### config.mk
export PLATFORM = sky130hd
export DESIGN_NAME = audio_frame_writer_flat
export DESIGN_NICKNAME = d
export VERILOG_FILES = /design/src/rtl/audio_frame_writer_if.sv /design/src/rtl/audio_frame_writer.sv /design/src/flat_wrapper.sv
export SDC_FILE = /design/constraint.sdc
export NUM_CORES = 1
export LEC_CHECK = 0
export CAP_MARGIN = 5
export CORE_MARGIN = 5
export CORE_UTILIZATION = 40
export CTS_BUF_LIST = sky130_fd_sc_hd__clkbuf_4
export CTS_CLUSTER_SIZE = 24
export DETAILED_ROUTE_END_ITERATION = 8
export HOLD_SLACK_MARGIN = 0.03
export PLACE_DENSITY = 0.66
export SETUP_SLACK_MARGIN = 0.15
export SKIP_LAST_GASP = 1
export SYNTH_ARGS = -nofsm -noshare
export SYNTH_HDL_FRONTEND = slang
export SYNTH_SLANG_ARGS = --single-unit
### constraint.sdc
create_clock -name ck -period 6.4 [get_ports ck]
set_input_delay 0.64 -clock ck [delete_from_list [all_inputs] [get_ports ck]]
set_output_delay 0.64 -clock ck [all_outputs]
set_load 0.01 [all_outputs]
### src/rtl/audio_frame_writer_if.sv
// Sample stream into audio_frame_writer: valid/ready handshake carrying a channel index and a 16-bit sample.
interface audio_frame_writer_if #(
   parameter int CHAN_W = 3
);
   logic              in_valid;
   logic              in_ready;
   logic [CHAN_W-1:0] in_chan;
   logic [15:0]       in_data;

   modport master (output in_valid, in_chan, in_data, input in_ready);
   modport slave  (input in_valid, in_chan, in_data, output in_ready);
endinterface

### src/rtl/audio_frame_writer.sv
// Collects one sample per channel into the audio RAM ring, then runs the sequencer on that frame.
// Optional feature: define AUDIO_FRAME_WRITER_OVERRUN_EN for always-ready input with dropped-sample counting.
module audio_frame_writer #(
   parameter int CHAN_W  = 3,
   parameter int FRAME_W = 4,
   parameter int TIMEOUT = 1023
) (
   input  logic                        ck,
   input  logic                        rst,
   audio_frame_writer_if.slave         in_if,
   output logic                        wr_en,
   output logic [CHAN_W+FRAME_W-1:0]   wr_addr,
   output logic [15:0]                 wr_data,
   output logic [FRAME_W-1:0]          frame,
   output logic                        seq_run,
   input  logic                        seq_done,
   input  logic                        seq_error,
   output logic [15:0]                 frame_count,
   output logic                        err
`ifdef AUDIO_FRAME_WRITER_OVERRUN_EN
   ,
   output logic [15:0]                 overrun_count
`endif
);

   localparam int NCHAN = 2**CHAN_W;

   localparam logic [1:0] S_GAP     = 2'd0;
   localparam logic [1:0] S_COLLECT = 2'd1;
   localparam logic [1:0] S_START   = 2'd2;
   localparam logic [1:0] S_RUN     = 2'd3;

   logic [1:0]                  state_q, state_d;
   logic                        gap_cnt_q, gap_cnt_d;
   logic [NCHAN-1:0]            mask_q, mask_d;
   logic [FRAME_W-1:0]          wr_frame_q, wr_frame_d;
   logic [9:0]                  tmo_cnt_q, tmo_cnt_d;
   logic                        wr_en_q, wr_en_d;
   logic [CHAN_W+FRAME_W-1:0]   wr_addr_q, wr_addr_d;
   logic [15:0]                 wr_data_q, wr_data_d;
   logic [FRAME_W-1:0]          frame_q, frame_d;
   logic                        seq_run_q, seq_run_d;
   logic [15:0]                 frame_count_q, frame_count_d;
   logic                        err_q, err_d;
   logic                        ready;
   logic                        accept;

`ifdef AUDIO_FRAME_WRITER_OVERRUN_EN
   logic        ready_q, ready_d;
   logic [15:0] overrun_q, overrun_d;

   assign ready         = ready_q;
   assign overrun_count = overrun_q;
`else
   assign ready = (state_q == S_COLLECT);
`endif

   assign accept         = in_if.in_valid & ready;
   assign in_if.in_ready = ready;

   assign wr_en       = wr_en_q;
   assign wr_addr     = wr_addr_q;
   assign wr_data     = wr_data_q;
   assign frame       = frame_q;
   assign seq_run     = seq_run_q;
   assign frame_count = frame_count_q;
   assign err         = err_q;

   always_comb begin
      // NOTE: every signal written here gets a default first, so no path leaves it unassigned and no latch is inferred.
      state_d       = state_q;
      gap_cnt_d     = gap_cnt_q;
      mask_d        = mask_q;
      wr_frame_d    = wr_frame_q;
      tmo_cnt_d     = tmo_cnt_q;
      wr_en_d       = 1'b0;
      wr_addr_d     = wr_addr_q;
      wr_data_d     = wr_data_q;
      frame_d       = frame_q;
      seq_run_d     = seq_run_q;
      frame_count_d = frame_count_q;
      err_d         = err_q;
`ifdef AUDIO_FRAME_WRITER_OVERRUN_EN
      ready_d   = 1'b1;
      overrun_d = overrun_q;
      if (accept && (state_q != S_COLLECT) && (overrun_q != 16'hFFFF))
         overrun_d = overrun_q + 16'd1;
`endif

      case (state_q)
         S_GAP: begin
            // Two clocks minimum, and the sequencer's done must have fallen first.
            gap_cnt_d = 1'b1;
            if (gap_cnt_q && !seq_done)
               state_d = S_COLLECT;
         end
         S_COLLECT: begin
            if (accept) begin
               wr_en_d   = 1'b1;
               wr_addr_d = {in_if.in_chan, wr_frame_q};
               wr_data_d = in_if.in_data;
               if (mask_q[in_if.in_chan])
                  err_d = 1'b1;
               mask_d[in_if.in_chan] = 1'b1;
               if (&mask_d)
                  state_d = S_START;
            end
         end
         S_START: begin
            frame_d   = wr_frame_q;
            seq_run_d = 1'b1;
            tmo_cnt_d = '0;
            state_d   = S_RUN;
         end
         S_RUN: begin
            tmo_cnt_d = tmo_cnt_q + 10'd1;
            if (seq_done || (tmo_cnt_d == 10'(TIMEOUT))) begin
               seq_run_d  = 1'b0;
               wr_frame_d = wr_frame_q + FRAME_W'(1);
               mask_d     = '0;
               gap_cnt_d  = 1'b0;
               state_d    = S_GAP;
               if (seq_done) begin
                  frame_count_d = frame_count_q + 16'd1;
                  if (seq_error)
                     err_d = 1'b1;
               end else begin
                  err_d = 1'b1;
               end
            end
         end
         default: state_d = S_GAP;
      endcase
   end

   always_ff @(posedge ck) begin
      if (rst) begin
         state_q       <= S_GAP;
         gap_cnt_q     <= 1'b0;
         mask_q        <= '0;
         wr_frame_q    <= '0;
         tmo_cnt_q     <= '0;
         wr_en_q       <= 1'b0;
         wr_addr_q     <= '0;
         wr_data_q     <= '0;
         frame_q       <= '0;
         seq_run_q     <= 1'b0;
         frame_count_q <= '0;
         err_q         <= 1'b0;
`ifdef AUDIO_FRAME_WRITER_OVERRUN_EN
         ready_q       <= 1'b0;
         overrun_q     <= '0;
`endif
      end else begin
         state_q       <= state_d;
         gap_cnt_q     <= gap_cnt_d;
         mask_q        <= mask_d;
         wr_frame_q    <= wr_frame_d;
         tmo_cnt_q     <= tmo_cnt_d;
         wr_en_q       <= wr_en_d;
         wr_addr_q     <= wr_addr_d;
         wr_data_q     <= wr_data_d;
         frame_q       <= frame_d;
         seq_run_q     <= seq_run_d;
         frame_count_q <= frame_count_d;
         err_q         <= err_d;
`ifdef AUDIO_FRAME_WRITER_OVERRUN_EN
         ready_q       <= ready_d;
         overrun_q     <= overrun_d;
`endif
      end
   end

endmodule

### src/flat_wrapper.sv
// flat-port wrapper written by rule: the top's interface ports become plain ports
module audio_frame_writer_flat 
#(
   parameter int CHAN_W  = 3,
   parameter int FRAME_W = 4,
   parameter int TIMEOUT = 1023
)
  (ck, rst, wr_en, wr_addr, wr_data, frame, seq_run, seq_done, seq_error, frame_count, err, in_if_in_valid, in_if_in_chan, in_if_in_data, in_if_in_ready);
  audio_frame_writer_if #(.CHAN_W(CHAN_W)) in_if_i ();
  input  logic ck;
  input  logic rst;
  output logic wr_en;
  output logic [CHAN_W+FRAME_W-1:0] wr_addr;
  output logic [15:0] wr_data;
  output logic [FRAME_W-1:0] frame;
  output logic seq_run;
  input  logic seq_done;
  input  logic seq_error;
  output logic [15:0] frame_count;
  output logic err;
  input wire logic [$bits(in_if_i.in_valid)-1:0] in_if_in_valid;
  input wire logic [$bits(in_if_i.in_chan)-1:0] in_if_in_chan;
  input wire logic [$bits(in_if_i.in_data)-1:0] in_if_in_data;
  output wire logic [$bits(in_if_i.in_ready)-1:0] in_if_in_ready;
  assign in_if_i.in_valid = in_if_in_valid;
  assign in_if_i.in_chan = in_if_in_chan;
  assign in_if_i.in_data = in_if_in_data;
  assign in_if_in_ready = in_if_i.in_ready;
  audio_frame_writer #(.CHAN_W(CHAN_W), .FRAME_W(FRAME_W), .TIMEOUT(TIMEOUT)) u_core (.ck(ck), .rst(rst), .in_if(in_if_i), .wr_en(wr_en), .wr_addr(wr_addr), .wr_data(wr_data), .frame(frame), .seq_run(seq_run), .seq_done(seq_done), .seq_error(seq_error), .frame_count(frame_count), .err(err));
endmodule
# Word level (Yosys, flattened, before mapping)
# Cells that the tools add are included.
word_totals:
  out_inout_bits: 47
  word_cells: 71
  reg_bits: 71
  in_bits: 24
op_classes:
  bitwise: 3
  addsub: 3
  muxes: 23
  magnitude_cmp: 2
  eq_ne: 10
  reduce_logical: 18
ops:
  columns: ["op", "count"]
  rows:
  - ["$pmux W10 S2", 1]
  - ["$add A16 B1 Y16 const B", 1]
  - ["$mux W8", 2]
  - ["$pmux W8 S2", 1]
  - ["$add A10 B1 Y10 const B", 1]
  - ["$eq A10 B10 Y1 const B", 1]
  - ["$mux W1", 9]
  - ["$mux W2", 4]
  - ["$or A8 B8 Y8", 1]
  - ["$pmux W2 S4", 1]
  - ["$reduce_and A2 Y1", 4]
  - ["$reduce_and A8 Y1", 1]
  - ["$ne A2 B2 Y1 const B", 3]
  - ["$pmux W1 S2", 3]
  - ["$reduce_and A3 Y1", 2]
  - ["$reduce_bool A2 Y1", 3]
  - ["$reduce_and A5 Y1", 1]
  - ["$add A4 B1 Y4 const B", 1]
  - ["$eq A2 B2 Y1 const B", 2]
  - ["$lt A3 B4 Y1 const B", 1]
  - ["$ne A2 B1 Y1 const B", 2]
  - ["$reduce_and A4 Y1", 1]
  - ["$bmux W1 S3", 1]
  - ["$demux W1 S3", 1]
  - ["10 further kinds", 11]

# Logic depth before layout (Yosys ltp)
# Gate-level depths: netlist of run 1.
logic_depth:
  depth_word: 9
  depth_mapped: 9
  ltp_nobuf: 7

# Least setup slack after synthesis of run 1
# No wires, ideal clock.
synth_timing:
  path_type: "reg2reg"
  start: "reg u_core.tmo_cnt_q[0]"
  end: "reg u_core.wr_frame_q[3]"
  setup_time_ns: 0.070
  arrival_time_ns: 2.399
  path_slack_ns: 3.930
  required_ns: 6.330
  synth_period_minus_slack_ns: 2.470
  stages_incl_launch_ff: 8
  n_path_buf: 1
  cell_sequence: "dfxtp_1 > buf_2 > nand4_2 > or4_1 > a221o_1 > a2111o_1 > or3_1 > a21oi_1"
synth_between:
  elab_chain_cells: 4
synth_lines:
  columns: ["item", "line_no", "rtl"]
  rows:
  - ["start: declaration", "audio_frame_writer.sv:37", "logic [9:0] tmo_cnt_q, tmo_cnt_d;"]
  - ["start signal: assignment", "audio_frame_writer.sv:159", "tmo_cnt_q <= tmo_cnt_d;"]
  - ["$add A10 B1 Y10", "audio_frame_writer.sv:116", "tmo_cnt_d = tmo_cnt_q + 10'd1;"]
  - ["$eq A10 B10 Y1", "audio_frame_writer.sv:117", "if (seq_done || (tmo_cnt_d == 10'(TIMEOUT))) begin"]
  - ["$logic_or A1 B1 Y1", "audio_frame_writer.sv:117", null]
  - ["$reduce_and A2 Y1 (no source line)", null, null]
  - ["end signal: assignment", "audio_frame_writer.sv:158", "wr_frame_q <= wr_frame_d;"]
  - ["end: declaration", "audio_frame_writer.sv:36", "logic [FRAME_W-1:0] wr_frame_q, wr_frame_d;"]
# Every way passes these cells.
# A chain may end at the register's enable or synchronous reset.

# Worst setup path in the final report of run 1
layout_timing:
  start: "reg u_core.state_q[0]"
  end: "reg u_core.mask_q[2]"
layout_between:
  elab_chain_cells: 4
  word_cells_on_any_way: 8
  classes_between: "4 x eq/ne; 1 x mux; 1 x bitwise; 2 x reduce/logical"
layout_lines:
  columns: ["item", "line_no", "rtl"]
  rows:
  - ["start: declaration", "audio_frame_writer.sv:33", "logic [1:0] state_q, state_d;"]
  - ["start signal: assignment", "audio_frame_writer.sv:155", "state_q <= state_d;"]
  - ["$eq A2 B1 Y1", "audio_frame_writer.sv:55, audio_frame_writer.sv:90", null]
  - ["$and A1 B1 Y1", "audio_frame_writer.sv:58", "assign accept = in_if.in_valid & ready;"]
  - ["$ne A2 B2 Y1 (no source line)", null, null]
  - ["$reduce_and A3 Y1 (no source line)", null, null]
  - ["end signal: assignment", "audio_frame_writer.sv:157", "mask_q <= mask_d;"]
  - ["end: declaration", "audio_frame_writer.sv:35", "logic [NCHAN-1:0] mask_q, mask_d;"]
# Parallel ways exist; a longest one is shown, timed or not.

==> flow_metrics.env, run 1 <==
export IMPL_crit_top_cell="o21ai_1"
export IMPL_finalCriticalPeriod_ns=2.82
export IMPL_cts_buffer_depth=2
export IMPL_holdWs_ns=0.460
export IMPL_ioPinCount=71
export IMPL_cp_arrival_ns=3.11
export IMPL_setup_viol=0
export IMPL_die_h_microns=99.7
export IMPL_cts_resized=0
export IMPL_grt_ovfl_total=0
export IMPL_critPathMaxFanout=19
export IMPL_final_hold_violation_count=0
export IMPL_ir_drop_v=0.000111
export IMPL_cts_root_buf="clkbuf_4"
export IMPL_hp_class="flip-flop to flip-flop"
export IMPL_syn_area_per_cell_sq_um=8.38
export IMPL_clock_skew_ns=0.00692
export IMPL_grt_usage_pct=15.7
export IMPL_rsz0062_at_grt="false"
export IMPL_ys_ff_latch=71
export IMPL_drive_above_1_share_pct=6.24
export IMPL_cp_required_ns=6.69
export IMPL_synth_distinct_cells=48
export IMPL_crit_path_cell_trace="ha_1, inv_1, o21ai_1, nand2_1, o21ai_1, nor2_1"
export IMPL_final_antenna_net_count=0
export IMPL_fill_cells=747
export IMPL_start_kind="flip-flop"
export IMPL_floorplan_initialDensity_pct=41.4
export IMPL_antenna_cells=0
export IMPL_antenna_found_initial=0
export IMPL_worstMarginPinSlew_ns=0.827
export IMPL_synth_common_cells="71 x dfxtp_1, 61 x nand2_1, 51 x nor2_1"
export IMPL_fp_dieW_microns=99.7
export IMPL_num_vias=2829
export IMPL_clock_sinks=71
export IMPL_synth_seq_area_share_pct=44.2
export IMPL_drt_drc_violations_left=0
export IMPL_via_per_inst=5.13
export IMPL_firstDrtPassIters=4
export IMPL_port_buffers=70
export IMPL_timing_final_crit_share_pct=44.0
export IMPL_synthFlopType="dfxtp_1"
export IMPL_outcome="finished clean"
export IMPL_post_cts_buffers=0
export IMPL_yosysWarnings=0
export IMPL_utilization_pct=52.7
export IMPL_synth_edff_count=0
export IMPL_yosysMostFrequentCell="dfxtp_1"
export IMPL_critical_path_slowest_cell="ha_1"
export IMPL_wirelength_mm=7.53
export IMPL_clock_latency_ns=0.41
export IMPL_synth_fp_nets=416
export IMPL_path_class="flip-flop to flip-flop"
export IMPL_synthToLayoutAreaGrowth_pct=27.3
export IMPL_cap_viol_max_count=0
export IMPL_grt_max_degree=62
export IMPL_cts_buffers=9
export IMPL_cp_slowest_stage_delay_ns=0.66
export IMPL_power_mw=0.967
export IMPL_post_dp_hpwl_mm=5.21
export IMPL_row_count=32
export IMPL_routabilityCongestion=0.847
export IMPL_nNetsFinal=476
export IMPL_cts_hold_buf=0
export IMPL_drv_slew=0
export IMPL_die_area_sq_um=9940
export IMPL_synth_area_top_cells="dfxtp_1 44%, nand2_1 7.1%, nor2_1 6.0%"
export IMPL_slew_limit_headroom_pct=44.7
export IMPL_wl_per_cell_microns=13.7
export IMPL_max_freq_ghz=0.355
export IMPL_leakage_nw=1.43
export IMPL_syn_cell_area_sq_um=3220
export IMPL_setup_tns_ns=0
export IMPL_powerDensity_nw_per_um2=236
export IMPL_yosys_area_top_type="dfxtp_1"
export IMPL_core_area_sq_um=7770
export IMPL_clk_pin_slew_ns=0.11
export IMPL_async_flop_share_pct=0
export IMPL_cts_tree="done"
export IMPL_drtIter0Drc=110
export IMPL_end_kind="flip-flop"
export IMPL_synth_top_area_share_pct=44.2
export IMPL_grt_pass1_vias=2609
export IMPL_htreeDepth=3
export IMPL_synth_cells=384
export IMPL_grt_first_pass_wirelength_mm=12.8
==> worst max-delay path, delay by kind of cell, from the launching register on <==
kind / cells / cell delay, ns
buffers and inverters: 1 / 0.40
AO/OA/AOI/OAI: 2 / 1.03
adder cells (fa/ha/maj): 1 / 0.66
AND/OR/NAND/NOR: 2 / 0.21
flip-flops: 1 / 0.40
==> flip-flops by register name, summed over array words and instances, names as in the netlist <==
signal              flops
u_core.err              1
u_core.frame            4
u_core.frame_count     16
u_core.gap_cnt_q        1
u_core.mask_q           8
u_core.seq_run          1
u_core.state_q          2
u_core.tmo_cnt_q       10
u_core.wr_addr          7
u_core.wr_data         16
u_core.wr_en            1
u_core.wr_frame_q       4
==> path summary, 6_finish.rpt <==
check	cells past startpoint	startpoint	to	slack, ns
worst min-delay path	2	u_core.wr_addr[6]	u_core.wr_addr[6]	0.46
worst max register to register	6	u_core.state_q[0]	u_core.mask_q[2]	3.58
worst max-delay path	6	u_core.state_q[0]	u_core.mask_q[2]	3.58
worst min register to register	2	u_core.wr_addr[6]	u_core.wr_addr[6]	0.46
==> stage by stage <==
| stage | worst slack (ns) | std cells | cell area (sq um) |
|---|---|---|---|
| finish | 3.58 | 551 | 4090 |
| global route | 3.22 | 551 | 4090 |
| CTS | 3.56 | 551 | 4090 |
| detailed placement | 3.39 | 535 | 3960 |
| global placement | 3.48 | 535 | 3960 |
| floorplan | 3.93 | 384 | 3220 |
==> cell type report <==
class	instances	area, sq um	share of cell area (%)
clock buffer	9	67.6	1.65
timing repair buffer	71	703	17.2
tap	102	128	3.12
sequential	71	1420	34.7
clock inverter	7	63.8	1.56
inverter	11	55.1	1.34
multi-input combinational	280	1660	40.4
==> layer usage <==
| metal | global-route usage [%] | routed length [microns] |
|---|---|---|
| met1 | 20.3 | 3430 |
| met2 | 24.4 | 3540 |
| met4 | 4.83 | 70 |
| met5 | 0 | 0 |
| met3 | 5.89 | 485 |
==> where the power goes <==
part	leakage, nW	switching [mW]	internal [mW]	total (mW)
sequential	0.574	0.0176	0.468	0.486
combinational	0.789	0.115	0.0938	0.209
clock	0.0708	0.157	0.116	0.273
total	1.43	0.290	0.678	0.967
==> cells in the final DEF (no fill, tap or decap), drive strengths merged, types with 2 or more instances in the layout <==
cell,count
nor4,2
xor2,12
ha,8
buf,2
nor2b,4
nor3b,2
bufinv,2
or3,3
nand3,10
mux2i,10
nand2,61
nand4,6
dfxtp,71
or4,2
and3,5
a21oi,37
a41oi,7
nor2,51
a31oi,7
mux4,2
clkdlybuf4s50,69
clkinv,5
inv,10
a21boi,2
xnor2,7
o21ai,11
nand3b,6
nor3,7
and2,2
clkbuf,9
==> cells by family (layout without fill, tap and decap cells) <==
kind of cell | after synthesis | in the layout | share of synthesized area (%)
and+or+nand+nor | 164 | 164 | 23.4
AOI/OAI and AO/OA | 76 | 76 | 14.9
DFF | 71 | 71 | 44.2
buffers and inverters | 33 | 98 | 4.36
xor gates and xnor gates | 19 | 19 | 5.17
muxes | 13 | 13 | 4.86
adders and majority gates | 8 | 8 | 3.11
(Power assumes the default switching activity.)
==> run 2: changes to the inputs <==
==> constraint.sdc (replaced) <==
create_clock -name ck -period 2.75 [get_ports ck]
set_input_delay 0.275 -clock ck [delete_from_list [all_inputs] [get_ports ck]]
set_output_delay 0.275 -clock ck [all_outputs]
set_load 0.01 [all_outputs]
==> flow_metrics.env, run 2 (synthesized netlist as in run 1, its figures left out) <==
export IMPL_drv_slew=0
export IMPL_fp_dieW_microns=99.7
export IMPL_firstDrtPassIters=4
export IMPL_cts_hold_buf=0
export IMPL_leakage_nw=1.54
export IMPL_ioPinCount=71
export IMPL_grt_pass1_vias=2770
export IMPL_synthToLayoutAreaGrowth_pct=32.8
export IMPL_post_dp_hpwl_mm=5.50
export IMPL_setup_viol=0
export IMPL_port_buffers=70
export IMPL_wl_per_cell_microns=13.8
export IMPL_hp_class="primary input to flip-flop"
export IMPL_clock_skew_ns=0.0123
export IMPL_critPathMaxFanout=7
export IMPL_grt_max_degree=41
export IMPL_grt_ovfl_total=0
export IMPL_cts_buffer_depth=2
export IMPL_cp_arrival_ns=2.84
export IMPL_rsz0062_at_grt="false"
export IMPL_num_vias=2932
export IMPL_holdWs_ns=0.264
export IMPL_cts_root_buf="clkbuf_4"
export IMPL_drive_above_1_share_pct=10.9
export IMPL_start_kind="flip-flop"
export IMPL_final_antenna_net_count=0
export IMPL_nNetsFinal=495
export IMPL_antenna_found_initial=0
export IMPL_antenna_cells=0
export IMPL_die_area_sq_um=9940
export IMPL_clock_sinks=71
export IMPL_core_area_sq_um=7770
export IMPL_clk_pin_slew_ns=0.11
export IMPL_drt_drc_violations_left=0
export IMPL_fill_cells=714
export IMPL_wirelength_mm=7.87
export IMPL_utilization_pct=55.0
export IMPL_via_per_inst=5.15
export IMPL_cts_tree="done"
export IMPL_cts_buffers=9
export IMPL_powerDensity_nw_per_um2=555
export IMPL_outcome="finished clean"
export IMPL_die_h_microns=99.7
export IMPL_row_count=32
export IMPL_grt_first_pass_wirelength_mm=13.3
export IMPL_worstMarginPinSlew_ns=0.769
export IMPL_final_hold_violation_count=0
export IMPL_max_freq_ghz=0.400
export IMPL_drtIter0Drc=142
export IMPL_finalCriticalPeriod_ns=2.50
export IMPL_grt_usage_pct=16.4
export IMPL_routabilityCongestion=0.891
export IMPL_floorplan_initialDensity_pct=41.4
export IMPL_htreeDepth=3
export IMPL_cap_viol_max_count=0
export IMPL_ir_drop_v=0.000235
export IMPL_end_kind="flip-flop"
export IMPL_slew_limit_headroom_pct=48.7
export IMPL_path_class="flip-flop to flip-flop"
export IMPL_setup_tns_ns=0
export IMPL_final_cell_mix="69 x clkdlybuf4s50_1, 69 x dfxtp_1, 61 x nand2_1"
export IMPL_timing_final_crit_share_pct=90.8
export IMPL_clock_latency_ns=0.41
export IMPL_cp_required_ns=3.10
==> run 2: area by class of cell <==
type	count	area [sq um]	share of cell area [%]
Multi-Input combinational cell	280	1660	38.9
Sequential cell	71	1430	33.5
Timing Repair Buffer	90	846	19.8
Clock buffer	9	67.6	1.58
Inverter	11	55.1	1.29
Clock inverter	6	86.3	2.02
Tap cell	102	128	2.99
==> run 2: worst paths after layout <==
| check | startpoint | endpoint | slack, ns | depth (start not counted) |
|---|---|---|---|---|
| hold / removal | rst | u_core.err | 0.26 | 2 |
| setup / recovery | u_core.tmo_cnt_q[5] | u_core.wr_frame_q[3] | 0.25 | 6 |
| setup reg to reg | u_core.tmo_cnt_q[5] | u_core.wr_frame_q[3] | 0.25 | 6 |
| hold reg to reg | u_core.wr_data[4] | u_core.wr_data[4] | 0.46 | 2 |
==> run 2: per-stage QoR <==
step                setup slack (ns)  area (sq um)  std cells  power, mW
finish                         0.252          4270        569       2.37
global placement               0.164          4070        549       1.66
detailed placement             0.116          4070        549       1.67
global route                   0.150          4270        569       2.52
floorplan                      0.280          3220        384       1.45
CTS                            0.156          4220        564       2.40
==> run 2: critical path, cell delays in order (launching register included) <==
cell and delay, ns:
dfxtp_4 0.37, bufinv_8 0.18, or4_1 0.52, a221o_1 0.35, a2111o_1 0.52, or3_1 0.37
a21oi_1 0.12
==> run 2: what timing repair did <==
item | 4_1_cts | 5_1_grt
resized for setup | 1 | 4
buffers inserted | 0 | 5
setup endpoints to repair | 2 | 4
endpoints found under the hold margin | 0 | 0
pin swaps | 1 | 3
==> run 2: layer usage <==
layer  wire length [microns]  share of wire, %  GRT usage [%]  vias up
met5                       0                 0              0        -
met2                    3780                48           26.5       71
met4                      95               1.2           4.94        0
met1                    3540                45           20.3     1357
met3                     456               5.8           6.17       13
li1                        -                 -              -     1491
==> run 2: power by group <==
part	internal (mW)	switching [mW]	leakage (nW)	total [mW]
logic	0.240	0.279	0.884	0.519
registers	1.09	0.0393	0.575	1.13
clock network	0.362	0.363	0.0818	0.725
total	1.69	0.682	1.54	2.37
